<file path="config.mk">
export PLATFORM = sky130hd
export DESIGN_NAME = serial_arithmetic_unit
export DESIGN_NICKNAME = d
export VERILOG_FILES = /design/src/rtl/arithmetic_pkg.sv /design/src/rtl/arithmetic_digit.sv /design/src/rtl/serial_arithmetic_unit.sv
export SDC_FILE = /design/constraint.sdc
export NUM_CORES = 1
export LEC_CHECK = 0
export ABC_AREA = 1
export BUFFER_PORTS_ARGS = -buffer_cell sky130_fd_sc_hd__buf_2
export CAP_MARGIN = 20
export CORE_UTILIZATION = 54
export CTS_CLUSTER_SIZE = 14
export DETAILED_ROUTE_END_ITERATION = 16
export PLACE_DENSITY = 0.78
export SLEW_MARGIN = 0
export SYNTH_ARGS = -nofsm -noshare
export SYNTH_HDL_FRONTEND = slang
export SYNTH_SLANG_ARGS = --single-unit
</file>
<file path="constraint.sdc">
create_clock -name clk -period 1.6 [get_ports clk]
set_input_delay 0.32 -clock clk [delete_from_list [all_inputs] [get_ports clk]]
set_output_delay 0.32 -clock clk [all_outputs]
set_load 0.01 [all_outputs]
</file>
<file path="src/rtl/arithmetic_pkg.sv">
`default_nettype none
// ============================================================================
// Module      : arithmetic_pkg
// Description : Shared types for the serial arithmetic unit: the B-term
//               select encoding (the 'operation' field) and the sequencer
//               state encoding.
// Revision    : 1.0 - initial release
// ============================================================================
package arithmetic_pkg;

    // B-term select; the encoding matches the 2-bit 'operation' input.
    typedef enum logic [1:0] {
        ARITH_PASS      = 2'b00,  // B-term = 0
        ARITH_ADD       = 2'b01,  // B-term = B
        ARITH_ADD_NOT_B = 2'b10,  // B-term = ~B
        ARITH_DEC       = 2'b11   // B-term = all ones
    } arith_sel_e;

    typedef enum logic [1:0] {
        S_IDLE = 2'b00,
        S_BUSY = 2'b01,
        S_DONE = 2'b10
    } serial_state_e;

endpackage : arithmetic_pkg
`default_nettype wire

</file>
<file path="src/rtl/arithmetic_digit.sv">
`default_nettype none
// ============================================================================
// Module      : arithmetic_digit
// Description : Combinational DIGIT-bit ripple adder used for one beat of
//               the serial arithmetic unit.
// Ports       : a     [DIGIT] in  - operand A digit
//               bterm [DIGIT] in  - selected B-term digit
//               cin   [1]     in  - carry into bit 0 of the digit
//               sum   [DIGIT] out - digit sum
//               cout  [1]     out - carry out of the top bit of the digit
//               ctop  [1]     out - carry into the top bit of the digit
// Revision    : 1.0 - initial release
// ============================================================================
module arithmetic_digit #(
    parameter int DIGIT = 1
) (
    input  logic [DIGIT-1:0] a,
    input  logic [DIGIT-1:0] bterm,
    input  logic             cin,
    output logic [DIGIT-1:0] sum,
    output logic             cout,
    output logic             ctop
);

    // w_carry[i] is the carry into bit i; the top-bit carry-in is kept so the
    // caller can form signed overflow on the last beat.
    logic [DIGIT:0] w_carry;

    always_comb begin
        w_carry    = '0;
        sum        = '0;
        w_carry[0] = cin;
        for (int i = 0; i < DIGIT; i++) begin
            sum[i]       = a[i] ^ bterm[i] ^ w_carry[i];
            w_carry[i+1] = (a[i] & bterm[i]) | (a[i] & w_carry[i]) | (bterm[i] & w_carry[i]);
        end
    end

    assign cout = w_carry[DIGIT];
    assign ctop = w_carry[DIGIT-1];

endmodule : arithmetic_digit
`default_nettype wire

</file>
<file path="src/rtl/serial_arithmetic_unit.sv">
`default_nettype none
// ============================================================================
// Module      : serial_arithmetic_unit
// Description : Digit-serial adder/subtractor. Processes WIDTH-bit operands
//               DIGIT bits per clock, LSB first, computing
//               A + Bterm + carry_in with carry, overflow and zero flags.
//               Valid/ready handshakes on both the operand and result sides.
// Ports       : clk       in   1     rising-edge clock
//               rst_n     in   1     asynchronous active-low reset
//               in_valid  in   1     operands and code valid
//               in_ready  out  1     unit idle, operands can be accepted
//               a, b      in   WIDTH operands
//               operation in   2     B-term select (see arith_sel_e)
//               carry_in  in   1     carry into bit 0
//               out_valid out  1     result and flags valid
//               out_ready in   1     consumer accepts result
//               out       out  WIDTH result
//               carry_out out  1     carry out of the MSB
//               overflow  out  1     two's-complement overflow
//               zero      out  1     result is zero
// Revision    : 1.0 - initial release
// ============================================================================
module serial_arithmetic_unit
    import arithmetic_pkg::*;
#(
    parameter int WIDTH = 8,
    parameter int DIGIT = 1
) (
    input  logic             clk,
    input  logic             rst_n,
    input  logic             in_valid,
    output logic             in_ready,
    input  logic [WIDTH-1:0] a,
    input  logic [WIDTH-1:0] b,
    input  logic [1:0]       operation,
    input  logic             carry_in,
    output logic             out_valid,
    input  logic             out_ready,
    output logic [WIDTH-1:0] out,
    output logic             carry_out,
    output logic             overflow,
    output logic             zero
);

    localparam int BEATS = WIDTH / DIGIT;
    localparam int CNT_W = $clog2(BEATS + 1);
    localparam logic [CNT_W-1:0] c_last_beat = CNT_W'(BEATS - 1);

    if ((DIGIT < 1) || (WIDTH % DIGIT != 0)) begin : g_bad_digit
        $fatal(1, "serial_arithmetic_unit: WIDTH must be a positive multiple of DIGIT");
    end

    serial_state_e    r_state;
    serial_state_e    w_state_next;
    logic [CNT_W-1:0] r_cnt;
    logic [WIDTH-1:0] r_a;
    logic [WIDTH-1:0] r_b;
    arith_sel_e       r_sel;
    logic             r_carry;
    logic [WIDTH-1:0] r_acc;
    logic [WIDTH-1:0] r_out;
    logic             r_carry_out;
    logic             r_overflow;
    logic             r_zero;

    logic [DIGIT-1:0]       w_bterm;
    logic [DIGIT-1:0]       w_sum;
    logic                   w_cout;
    logic                   w_ctop;
    logic                   w_last_beat;
    logic [WIDTH+DIGIT-1:0] w_acc_cat;
    logic [WIDTH-1:0]       w_acc_next;

    // ------------------------------------------------------------------
    // Sequencer
    // ------------------------------------------------------------------
    always_ff @(posedge clk or negedge rst_n) begin
        if (!rst_n) begin
            r_state <= S_IDLE;
        end else begin
            r_state <= w_state_next;
        end
    end

    assign w_last_beat = (r_cnt == c_last_beat);

    always_comb begin
        w_state_next = r_state;
        in_ready     = 1'b0;
        out_valid    = 1'b0;
        case (r_state)
            S_IDLE: begin
                in_ready = 1'b1;
                if (in_valid) begin
                    w_state_next = S_BUSY;
                end
            end
            S_BUSY: begin
                if (w_last_beat) begin
                    w_state_next = S_DONE;
                end
            end
            S_DONE: begin
                out_valid = 1'b1;
                if (out_ready) begin
                    w_state_next = S_IDLE;
                end
            end
            default: w_state_next = S_IDLE;
        endcase
    end

    // ------------------------------------------------------------------
    // Beat datapath
    // ------------------------------------------------------------------
    always_comb begin
        case (r_sel)
            ARITH_PASS:      w_bterm = '0;
            ARITH_ADD:       w_bterm = r_b[DIGIT-1:0];
            ARITH_ADD_NOT_B: w_bterm = ~r_b[DIGIT-1:0];
            ARITH_DEC:       w_bterm = '1;
            default:         w_bterm = '0;
        endcase
    end

    arithmetic_digit #(
        .DIGIT (DIGIT)
    ) u_digit (
        .a     (r_a[DIGIT-1:0]),
        .bterm (w_bterm),
        .cin   (r_carry),
        .sum   (w_sum),
        .cout  (w_cout),
        .ctop  (w_ctop)
    );

    // New digits enter at the top so that after BEATS beats the first
    // (least significant) digit has reached bit 0. Concatenating and slicing
    // keeps this legal when DIGIT == WIDTH.
    assign w_acc_cat  = {w_sum, r_acc};
    assign w_acc_next = w_acc_cat[WIDTH+DIGIT-1:DIGIT];

    always_ff @(posedge clk or negedge rst_n) begin
        if (!rst_n) begin
            r_cnt       <= '0;
            r_a         <= '0;
            r_b         <= '0;
            r_sel       <= ARITH_PASS;
            r_carry     <= 1'b0;
            r_acc       <= '0;
            r_out       <= '0;
            r_carry_out <= 1'b0;
            r_overflow  <= 1'b0;
            r_zero      <= 1'b0;
        end else begin
            case (r_state)
                S_IDLE: begin
                    if (in_valid) begin
                        r_a     <= a;
                        r_b     <= b;
                        r_sel   <= arith_sel_e'(operation);
                        r_carry <= carry_in;
                        r_cnt   <= '0;
                    end
                end
                S_BUSY: begin
                    r_a     <= r_a >> DIGIT;
                    r_b     <= r_b >> DIGIT;
                    r_carry <= w_cout;
                    r_acc   <= w_acc_next;
                    r_cnt   <= r_cnt + CNT_W'(1);
                    // Published results live in their own registers so they
                    // stay put while the next operation is being shifted in.
                    if (w_last_beat) begin
                        r_out       <= w_acc_next;
                        r_carry_out <= w_cout;
                        r_overflow  <= w_ctop ^ w_cout;
                        r_zero      <= (w_acc_next == '0);
                    end
                end
                default: ;
            endcase
        end
    end

    assign out       = r_out;
    assign carry_out = r_carry_out;
    assign overflow  = r_overflow;
    assign zero      = r_zero;

endmodule : serial_arithmetic_unit
`default_nettype wire
</file>
==> metrics.md, run 1 <==
| Metric | Value |
|---|---|
| Final setup fails | 0 |
| Port Buf Inserts | 35 |
| Via count | 1627 |
| Detailed Place HPWL | 2510 µm |
| Static leakage | 1.28 nW |
| Power Density | 1860 nW/µm² |
| Area used by multi-input combinational logic | 793 µm² |
| Hold Path Class | input pin to flip-flop |
| Final WS setup | 0.0832 ns |
| Final Hold Viols | 0 |
| Min cycle time layout | 1.52 ns |
| Area added between synthesis and finish | 17.0% |
| Worst Max-Slew Pin Slew | 0.456 ns |
| Cell area after synthesis | 1950 µm² |
| Slowest stage delay, CP | 0.49 ns |
| Peak supply drop | 0.000925 V |
| Worst reg2reg path startpoint | r_b[0] |
| RSZ-0062 raised after global routing | yes |
| Share of synthesized registers carrying an async set or reset | 1.00 |
| Met2 wire len | 1620 µm |
| Number of flops mapped to enable cells by yosys | 0 |
| DRT iter0 DRCs | 65 |
| Fin Clk Skew | 0.00661 ns |
| Fmax achieved | 659 MHz |
| Post-Route WL | 3570 µm |
| WHS Path Cells | 2 |
| Worst R2R End | zero |
| Synth area leaders | dfrtp_1, nand2_1, o21ai_2, o21ai_0, inv_1 |
| Worst Path Buf+Inv | 1 |
| CTS H-tree depth | 2 |
| Status | complete, no violations |
| Clock Tree Buf Depth | 2 |
| WS Path Type | flip-flop to primary output |
| IO Pins | 36 |
| Max cap viols | 0 |
| Fillers | 297 |
| WL met3 | 159 µm |
| Worst Setup End Kind | primary output |
| Hold EP | r_state[1] |
| Clock sink total | 43 |
| Clock Tree Root | clkbuf_4 |
| Critical path required time | 1.28 ns |
| Distinct cells, synth | 18 |
| First-pass GRT wire length | 6190 µm |
| DRC errors left | 0 |
| Final GP Congestion | 0.815 |
| Worst path top cell family by delay | flip-flops |
| Initial Util | 0.576 |
| Hold path start | out_ready |
| Die area | 3860 µm² |
| Top cell type's share of synthesized area | 0.551 |
| CP Launch Type | flip-flop |
| Dpl cells | 322 |
| Final Non-Filler Cells | 330 |
| DIE WIDTH | 62.1 µm |
| Core area | 3390 µm² |
| Layout cells sized above 1 | 0.215 |
| Die Y | 62.1 µm |
| FP Rows | 21 |
| Initial antenna violation count | 0 |
| Met1 WL | 1720 µm |
| Overall routing resource usage | 0.205 |
| Syn Nets | 269 |
| Flop-to-flop setup slack | 0.10 ns |
| Yosys reg bits | 43 |
| Inserted Diodes | 0 |
| Syn avg cell area | 8.00 µm² |
| Seq/Total Area, Yosys | 0.551 |
| Final count of pins violating max slew | 0 |
| Arr. time, crit path | 1.20 ns |
| Post-synth top area cell | dfrtp_1 |
| Vias in the first global route | 1485 |
| Register area | 1080 µm² |
| Worst path slowest cell | dfrtp_1 |
| Final net count | 309 |
| Post-Synthesis Cells | 244 |
| CTS Buf Count | 5 |
| Worst-skew pair later-pin latency | 0.35 ns |
| Final Cycle Share | 0.948 |
| Grt total ovfl | 0 |
| Routed Antenna Nets | 0 |
| Worst slack at placement | 0.0776 ns |
| Rel. slew slack | 0.696 |
| DR WL/cell | 10.8 µm |
| Clk slew on worst S/H paths | 0.12 ns |
| Count leader, synth | nand2_1 |
| Most frequent cells after synthesis | nand2_1, dfrtp_1, inv_1, nor2_1, o21ai_0 |
| Largest net degree at the start of global routing | 44 |
| R2R depth | 8 |
| Crit Path Max Fanout | 6 |
| Dominant synthesized flop cell | dfrtp_1 |
| Via-to-Cell Ratio | 4.93 |
| Worst-path cell chain | nor2_4 > buf_2 |
| CTS tree | built |
| Pre-antenna DRT Iters | 4 |
| Top sig layer | met4 |
| Syn. warnings | 0 |
[through the flow]
stage	setup TNS [ns]	cell area [µm²]	hold slack (ns)	power [W]	util
after floorplan	0	1950	0.0244	0.00319	-
after global placement	0	2200	0.314	0.00363	0.650
after detailed placement	0	2200	0.314	0.00371	0.650
after CTS	0	2270	0.133	0.00425	0.670
after global routing	-0.00684	2280	0.124	0.00463	0.674
final	0	2280	0.139	0.00425	0.674
[how the worst max path moves through the flow]
stage / start / end / depth (start not counted)
CTS: r_state[0] / in_ready / 2
detailed placement: r_b[0] / zero / 7
finish: r_state[0] / in_ready / 2
global route: r_b[0] / zero / 8
global placement: r_b[0] / zero / 7
floorplan: r_b[0] / zero / 7
[cell families after synthesis]
group,share of synthesized area
AOI/OAI and AO/OA,0.0711
and+or+nand+nor,0.307
adders and majority gates,0.0167
buffers and inverters,0.0500
DFF,0.551
xor gates and xnor gates,0.00449
[area by class of cell]
type                    count  area share
clock buffers               6      0.0225
clock inverters             1     0.00219
inverters                  12      0.0197
multi-input cells         180       0.347
flip-flops and latches     43       0.472
well taps                  46      0.0252
repair buffers             42       0.112
[flip-flops by register name (all words and copies together), names as in the netlist]
signal,count
r_sel,2
zero,1
r_cnt,4
r_acc,7
r_a,8
carry_out,1
out,8
overflow,1
r_carry,1
r_b,8
r_state,2
[layout by cell type (no fill, tap or decap), types with 2 or more instances in the layout]
| cell | count |
|---|---|
| buf_12 | 2 |
| buf_2 | 35 |
| buf_4 | 4 |
| clkbuf_4 | 5 |
| dfrtp_1 | 42 |
| inv_1 | 11 |
| nand2_1 | 136 |
| nand3_1 | 6 |
| nor2_1 | 9 |
| nor2_4 | 2 |
| o21ai_0 | 9 |
| o21ai_1 | 3 |
| o21ai_2 | 8 |
[layer usage]
metal | global-route usage | up-vias
met5 | 0 | -
li1 | - | 829
met4 | 0.0872 | 0
met2 | 0.327 | 38
met1 | 0.260 | 752
met3 | 0.0607 | 8
[where the power goes]
| part | internal (W) | total, W | switching (W) |
|---|---|---|---|
| Sequential | 0.00156 | 0.00188 | 0.000317 |
| Clock | 0.000204 | 0.000541 | 0.000337 |
| Combinational | 0.000718 | 0.00183 | 0.00111 |
| Total | 0.00248 | 0.00425 | 0.00177 |
[timing repair]
item	in CTS	in global routing
buffers inserted	0	0
gates resized for setup	1	5
hold buffers	1	0
endpoints found under the setup margin	1	2
hold endpoints to repair	43	0
[worst reg2reg max path, delay by kind of cell (launching register included)]
| kind | cells | cell delay (ns) |
|---|---|---|
| flops | 1 | 0.42 |
| fa+ha+maj | 1 | 0.47 |
| simple gates | 6 | 0.50 |
| compound gates | 1 | 0.06 |
Note: power is estimated with default switching activity, not from simulation.
==> run 2: changes to the inputs <==
--- a/config.mk
+++ b/config.mk
@@ -11,7 +11,7 @@
 export CORE_UTILIZATION = 54
 export CTS_CLUSTER_SIZE = 14
 export DETAILED_ROUTE_END_ITERATION = 16
-export PLACE_DENSITY = 0.78
+export PLACE_DENSITY = 0.87
 export SLEW_MARGIN = 0
 export SYNTH_ARGS = -nofsm -noshare
 export SYNTH_HDL_FRONTEND = slang
==> run 2 against run 1 <==
Non-clock buffer count did not move. Flip-flop and latch count did not move. Critical endpoint unchanged. Design area fell by 0.33%. Via count fell by 1.7%. Clock skew rose by 0.0056 ns. Clock-buffer cell count did not move. Utilization fell by 0.22 points. Die area did not move. Setup slack improved by 0.0073 ns. Power fell by 1.0%. Hold slack improved by 0.0070 ns. Sequential power barely moved.
==> metrics.md, run 2 (synthesis gave the netlist of run 1 again) <==
| Metric | Value |
|---|---|
| Status | complete, no violations |
| Arr. time, crit path | 1.19 ns |
| Worst Max-Slew Pin Slew | 0.445 ns |
| Detailed Place HPWL | 2570 µm |
| Worst reg2reg path startpoint | r_b[0] |
| Via-to-Cell Ratio | 4.83 |
| Port Buf Inserts | 35 |
| FP Rows | 21 |
| Fillers | 292 |
| Initial antenna violation count | 0 |
| Rel. slew slack | 0.703 |
| Internal power | 0.00243 W |
| CTS Buf Count | 5 |
| Clock Tree Root | clkbuf_4 |
| CTS tree | built |
| Static leakage | 1.27 nW |
| Final count of pins violating max slew | 0 |
| Fmax achieved | 662 MHz |
| First-pass GRT wire length | 6770 µm |
| Area added between synthesis and finish | 16.6% |
| DIE WIDTH | 62.1 µm |
| Final Hold Viols | 0 |
| Core area | 3390 µm² |
| NetSw | 0.00177 W |
| Register area | 1080 µm² |
| Final GP Congestion | 0.797 |
| WS Path Type | flip-flop to primary output |
| Fin util | 0.672 |
| Final WS setup | 0.0904 ns |
| Die area | 3860 µm² |
| Layout cells sized above 1 | 0.211 |
| Crit Path Max Fanout | 6 |
| Largest net degree at the start of global routing | 44 |
| Inserted Diodes | 0 |
| Die Y | 62.1 µm |
| Grt total ovfl | 0 |
| Final net count | 309 |
| RSZ-0062 raised after global routing | yes |
| Share of power burned in registers | 0.448 |
| Initial Util | 0.576 |
| Worst Setup End Kind | primary output |
| Vias in the first global route | 1510 |
| Switching share of power | 0.421 |
| Peak supply drop | 0.000886 V |
| Worst-skew pair later-pin latency | 0.36 ns |
| Most frequent cells in the layout | nand2_1, dfrtp_1, buf_2 |
| Worst path slowest cell | dfrtp_2 |
| DRC errors left | 0 |
| Fin Clk Skew | 0.0123 ns |
| Min cycle time layout | 1.51 ns |
| Final setup fails | 0 |
| Final Cycle Share | 0.943 |
| Post-CTS Setup Inserts | 0 |
| DR WL/cell | 11.1 µm |
| Max cap viols | 0 |
| Worst slack at placement | 0.0912 ns |
| Clk slew on worst S/H paths | 0.12 ns |
| Clock Tree Buf Depth | 2 |
| DRT iter0 DRCs | 116 |
| CP Launch Type | flip-flop |
| Area used by multi-input combinational logic | 787 µm² |
| Post-Route WL | 3670 µm |
| Pre-antenna DRT Iters | 4 |
| Share of total power in combinational logic | 0.430 |
| Slowest stage delay, CP | 0.49 ns |
| Power Density | 1850 nW/µm² |
| CTS H-tree depth | 2 |
| Beginning of the critical path | r_state[0] |
| Overall routing resource usage | 0.226 |
| Clock power share | 0.122 |
| Via count | 1599 |
| Hold Path Class | input pin to flip-flop |
| Routed Antenna Nets | 0 |
| IO Pins | 36 |
| Critical path required time | 1.28 ns |
| Most common cell after layout, fill and taps aside | nand2_1 |
| Clock sink total | 43 |
| Hold path start | out_ready |
| Worst-path cell chain | nor2_4 > buf_2 |
## run 2: cell count changes in the layout (fill, tap and decap cells not counted), sizes merged
cell and change:
clkinvlp +1
## run 2: worst paths after layout
path                         endpoint  slack, ns  cells past startpoint
max in group asynchronous  r_state[1]       0.95                      3
max reg2reg                      zero       0.13                      7
max                          in_ready       0.09                      2
min                        r_state[1]       0.15                      2
min reg2reg                    r_b[7]       0.49                      2
min in group asynchronous      out[1]       0.44                      3
## run 2: power groups by stage
stage          combinational, W  clock [W]  sequential [W]
3_3_place_gp            0.00175          0         0.00187
3_5_place_dp            0.00181          0         0.00189
4_1_cts                 0.00183   0.000532         0.00188
5_1_grt                 0.00212   0.000592         0.00196
2_1_floorplan           0.00130          0         0.00189
6_report                0.00181   0.000514         0.00189
## run 2: area by class of cell
class	instances	share of cell area
flip-flops and latches	43	0.474
repair buffers	42	0.112
well taps	46	0.0253
clock buffers	6	0.0181
clock inverters	2	0.00549
inverters	12	0.0198
multi-input cells	180	0.346
## run 2: timing repair
action	4_1_cts	5_1_grt
hold endpoints to repair	43	0
gates resized for setup	2	3
setup endpoints to repair	1	8
hold buffers	1	0
## run 2: worst max-delay path: cells and delay by family (launching register included)
kind                   cells  cell delay [ns]
AND/OR/NAND/NOR            1             0.18
buffers and inverters      1             0.16
flip-flops                 1             0.49
## run 2: per-layer routing
metal | track usage | part of all wire | vias to the layer above
met5 | 0 | 0 | -
met4 | 0.0930 | 0.016 | 0
met3 | 0.0588 | 0.055 | 7
met2 | 0.341 | 0.47 | 44
met1 | 0.312 | 0.46 | 719
li1 | - | - | 829
## run 2: per-stage QoR
stage	setup TNS, ns	cells	hold slack [ns]	instance area, µm²	power (W)
global route	-0.0104	331	0.132	2280	0.00467
global placement	0	322	0.313	2200	0.00361
floorplan	0	244	0.0244	1950	0.00319
detailed placement	0	322	0.313	2200	0.00371
finish	0	331	0.146	2280	0.00421
CTS	0	331	0.135	2270	0.00425
==> run 3: changes to the inputs <==
--- a/config.mk
+++ b/config.mk
@@ -6,13 +6,14 @@
 export NUM_CORES = 1
 export LEC_CHECK = 0
 export ABC_AREA = 1
+export ABC_CLOCK_PERIOD_IN_PS = 1800
 export BUFFER_PORTS_ARGS = -buffer_cell sky130_fd_sc_hd__buf_2
 export CAP_MARGIN = 20
-export CORE_UTILIZATION = 54
+export CORE_UTILIZATION = 58
 export CTS_CLUSTER_SIZE = 14
 export DETAILED_ROUTE_END_ITERATION = 16
-export PLACE_DENSITY = 0.87
-export SLEW_MARGIN = 0
+export PLACE_DENSITY = 0.92
+export SLEW_MARGIN = 30
 export SYNTH_ARGS = -nofsm -noshare
 export SYNTH_HDL_FRONTEND = slang
 export SYNTH_SLANG_ARGS = --single-unit
==> constraint.sdc (replaced) <==
create_clock -name clk -period 1.8 [get_ports clk]
set_input_delay 0.36 -clock clk [delete_from_list [all_inputs] [get_ports clk]]
set_output_delay 0.36 -clock clk [all_outputs]
set_load 0.01 [all_outputs]
==> run 3 against run 2 <==
Setup slack gained 0.085 ns. Routed wire length grew 1.4%. Clock power grew 3%. Global-route usage grew 2.1 points. Utilization grew 5.4 points. Sequential power shrank 12%. Power shrank 9.8%. Critical path type unchanged. Register-to-register slack gained 0.16 ns. Cell count shrank 0.60%. Die area shrank 6.7%. First-iteration DRC count shrank 24%. Clock skew shrank 0.0062 ns.
==> metrics.md, run 3 (synthesis gave the netlist of run 1 again) <==
| Metric | Value |
|---|---|
| Status | complete, no violations |
| Static leakage | 1.28 nW |
| Clock Tree Buf Depth | 2 |
| First-pass GRT wire length | 6480 µm |
| Largest net degree at the start of global routing | 26 |
| DIE WIDTH | 60.0 µm |
| Crit Path Max Fanout | 6 |
| IO Pins | 36 |
| Die Y | 60.0 µm |
| Inserted Diodes | 0 |
| Area after DPL | 2190 µm² |
| Area added between synthesis and finish | 16.2% |
| Core area | 3130 µm² |
| Power Density | 1670 nW/µm² |
| Global route hottest layer | met2 |
| Critical path required time | 1.44 ns |
| Setup_tns | 0 ns |
| Worst path depth | 2 |
| Met3 GRT Util | 0.0433 |
| DR WL/cell | 11.3 µm |
| CTS Buf Count | 5 |
| Worst-path cell chain | nor2_2 > buf_2 |
| FP Rows | 20 |
| Final setup fails | 0 |
| Worst path top cell family by delay | flip-flops |
| Clock sink total | 43 |
| Final GP Congestion | 0.797 |
| Die area | 3600 µm² |
| Rel. slew slack | 0.685 |
| RSZ-0062 raised after global routing | no |
| CTS H-tree depth | 2 |
| Grt total ovfl | 0 |
| Routed Antenna Nets | 0 |
| Min cycle time layout | 1.62 ns |
| CTS tree | built |
| Overall routing resource usage | 0.247 |
| Clock Tree Root | clkbuf_4 |
| Tot Pwr | 0.00380 W |
| DRC errors left | 0 |
| Met1 Use GR | 0.315 |
| Vias in the first global route | 1506 |
| Worst Path Buf+Inv | 1 |
| Final Cycle Share | 0.903 |
| Final Hold Viols | 0 |
| Layout cells sized above 1 | 0.204 |
| Clk slew on worst S/H paths | 0.11 ns |
| Post-CTS Setup Inserts | 0 |
| Initial antenna violation count | 0 |
| Worst path slowest cell | dfrtp_1 |
| Detailed Place HPWL | 2640 µm |
| Fmax achieved | 616 MHz |
| Met2 usage | 0.398 |
| Port Buf Inserts | 35 |
| Hold Path Class | input pin to flip-flop |
| Worst Max-Slew Pin Slew | 0.471 ns |
| Peak supply drop | 0.000775 V |
| Arr. time, crit path | 1.26 ns |
| R2R depth | 7 |
| Via count | 1605 |
| CP Launch Type | flip-flop |
| Via-to-Cell Ratio | 4.88 |
| Slowest stage delay, CP | 0.47 ns |
| Fin Clk Skew | 0.00610 ns |
| Worst Setup End Kind | primary output |
| Most frequent cells in the layout | nand2_1, dfrtp_1, buf_2 |
| Initial Util | 0.624 |
| Pre-antenna DRT Iters | 4 |
| Final count of pins violating max slew | 0 |
| Most common cell after layout, fill and taps aside | nand2_1 |
| Design Area, Final | 2270 µm² |
| Worst-skew pair later-pin latency | 0.35 ns |
| DRT iter0 DRCs | 88 |
| Max cap viols | 0 |
| Fin util | 0.726 |
| WS Path Type | flip-flop to primary output |
| WHS Path Cells | 2 |
| Post-Route WL | 3720 µm |
| Final net count | 309 |
| Worst hold slack | 0.189 ns |
## run 3: worst register-to-register path: stages, from the launching register on
cell and delay (ns):
dfrtp_1 0.41, o21ai_0 0.21, fa_1 0.46, nor2_1 0.11
nand2_1 0.06, nor2_1 0.09, nand2_1 0.06, nand2_1 0.06
## run 3: per-layer routing
layer | wire length, µm | part of all wire | vias up
li1 | - | - | 829
met1 | 1690 | 0.46 | 718
met2 | 1800 | 0.48 | 50
met3 | 169 | 0.045 | 8
met4 | 59 | 0.016 | 0
met5 | 0 | 0 | -
## run 3: path summary, 6_finish.rpt
| check | slack, ns | startpoint | to |
|---|---|---|---|
| worst max-delay path | 0.18 | r_state[0] | in_ready |
| worst min-delay path | 0.19 | out_ready | r_state[1] |
| worst max register to register | 0.29 | r_b[0] | zero |
| worst min register to register | 0.49 | out[3] | out[3] |
| max in group asynchronous | 0.85 | rst_n | r_acc[4] |
| min in group asynchronous | 0.47 | rst_n | r_b[1] |
## run 3: power breakdown
part           switching (W)  leakage [nW]  internal, W
sequential          0.000282         0.548      0.00139
clock               0.000299        0.0386     0.000230
combinational       0.000989         0.690     0.000609
total                0.00157          1.28      0.00223
## run 3: cell type report
cell class / instances / area (µm²)
clock buffer: 8 / 68.8
sequential: 43 / 1080
tap: 44 / 55.1
fill: 261 / 858
multi-input combinational: 180 / 782
inverter: 12 / 45.0
timing repair buffer: 42 / 243
## run 3: through the flow
stage | worst slack, ns | instances
2_1_floorplan | 0.394 | 244
3_3_place_gp | 0.351 | 320
3_5_place_dp | 0.328 | 320
4_1_cts | 0.0859 | 329
5_1_grt | 0.0582 | 329
6_report | 0.175 | 329
## run 3: repair_timing
| action | 4_1_cts | 5_1_grt |
|---|---|---|
| hold buffers | 1 | 0 |
| setup endpoints to repair | 0 | 1 |
| gates resized for setup | 0 | 1 |
| endpoints found under the hold margin | 18 | 0 |
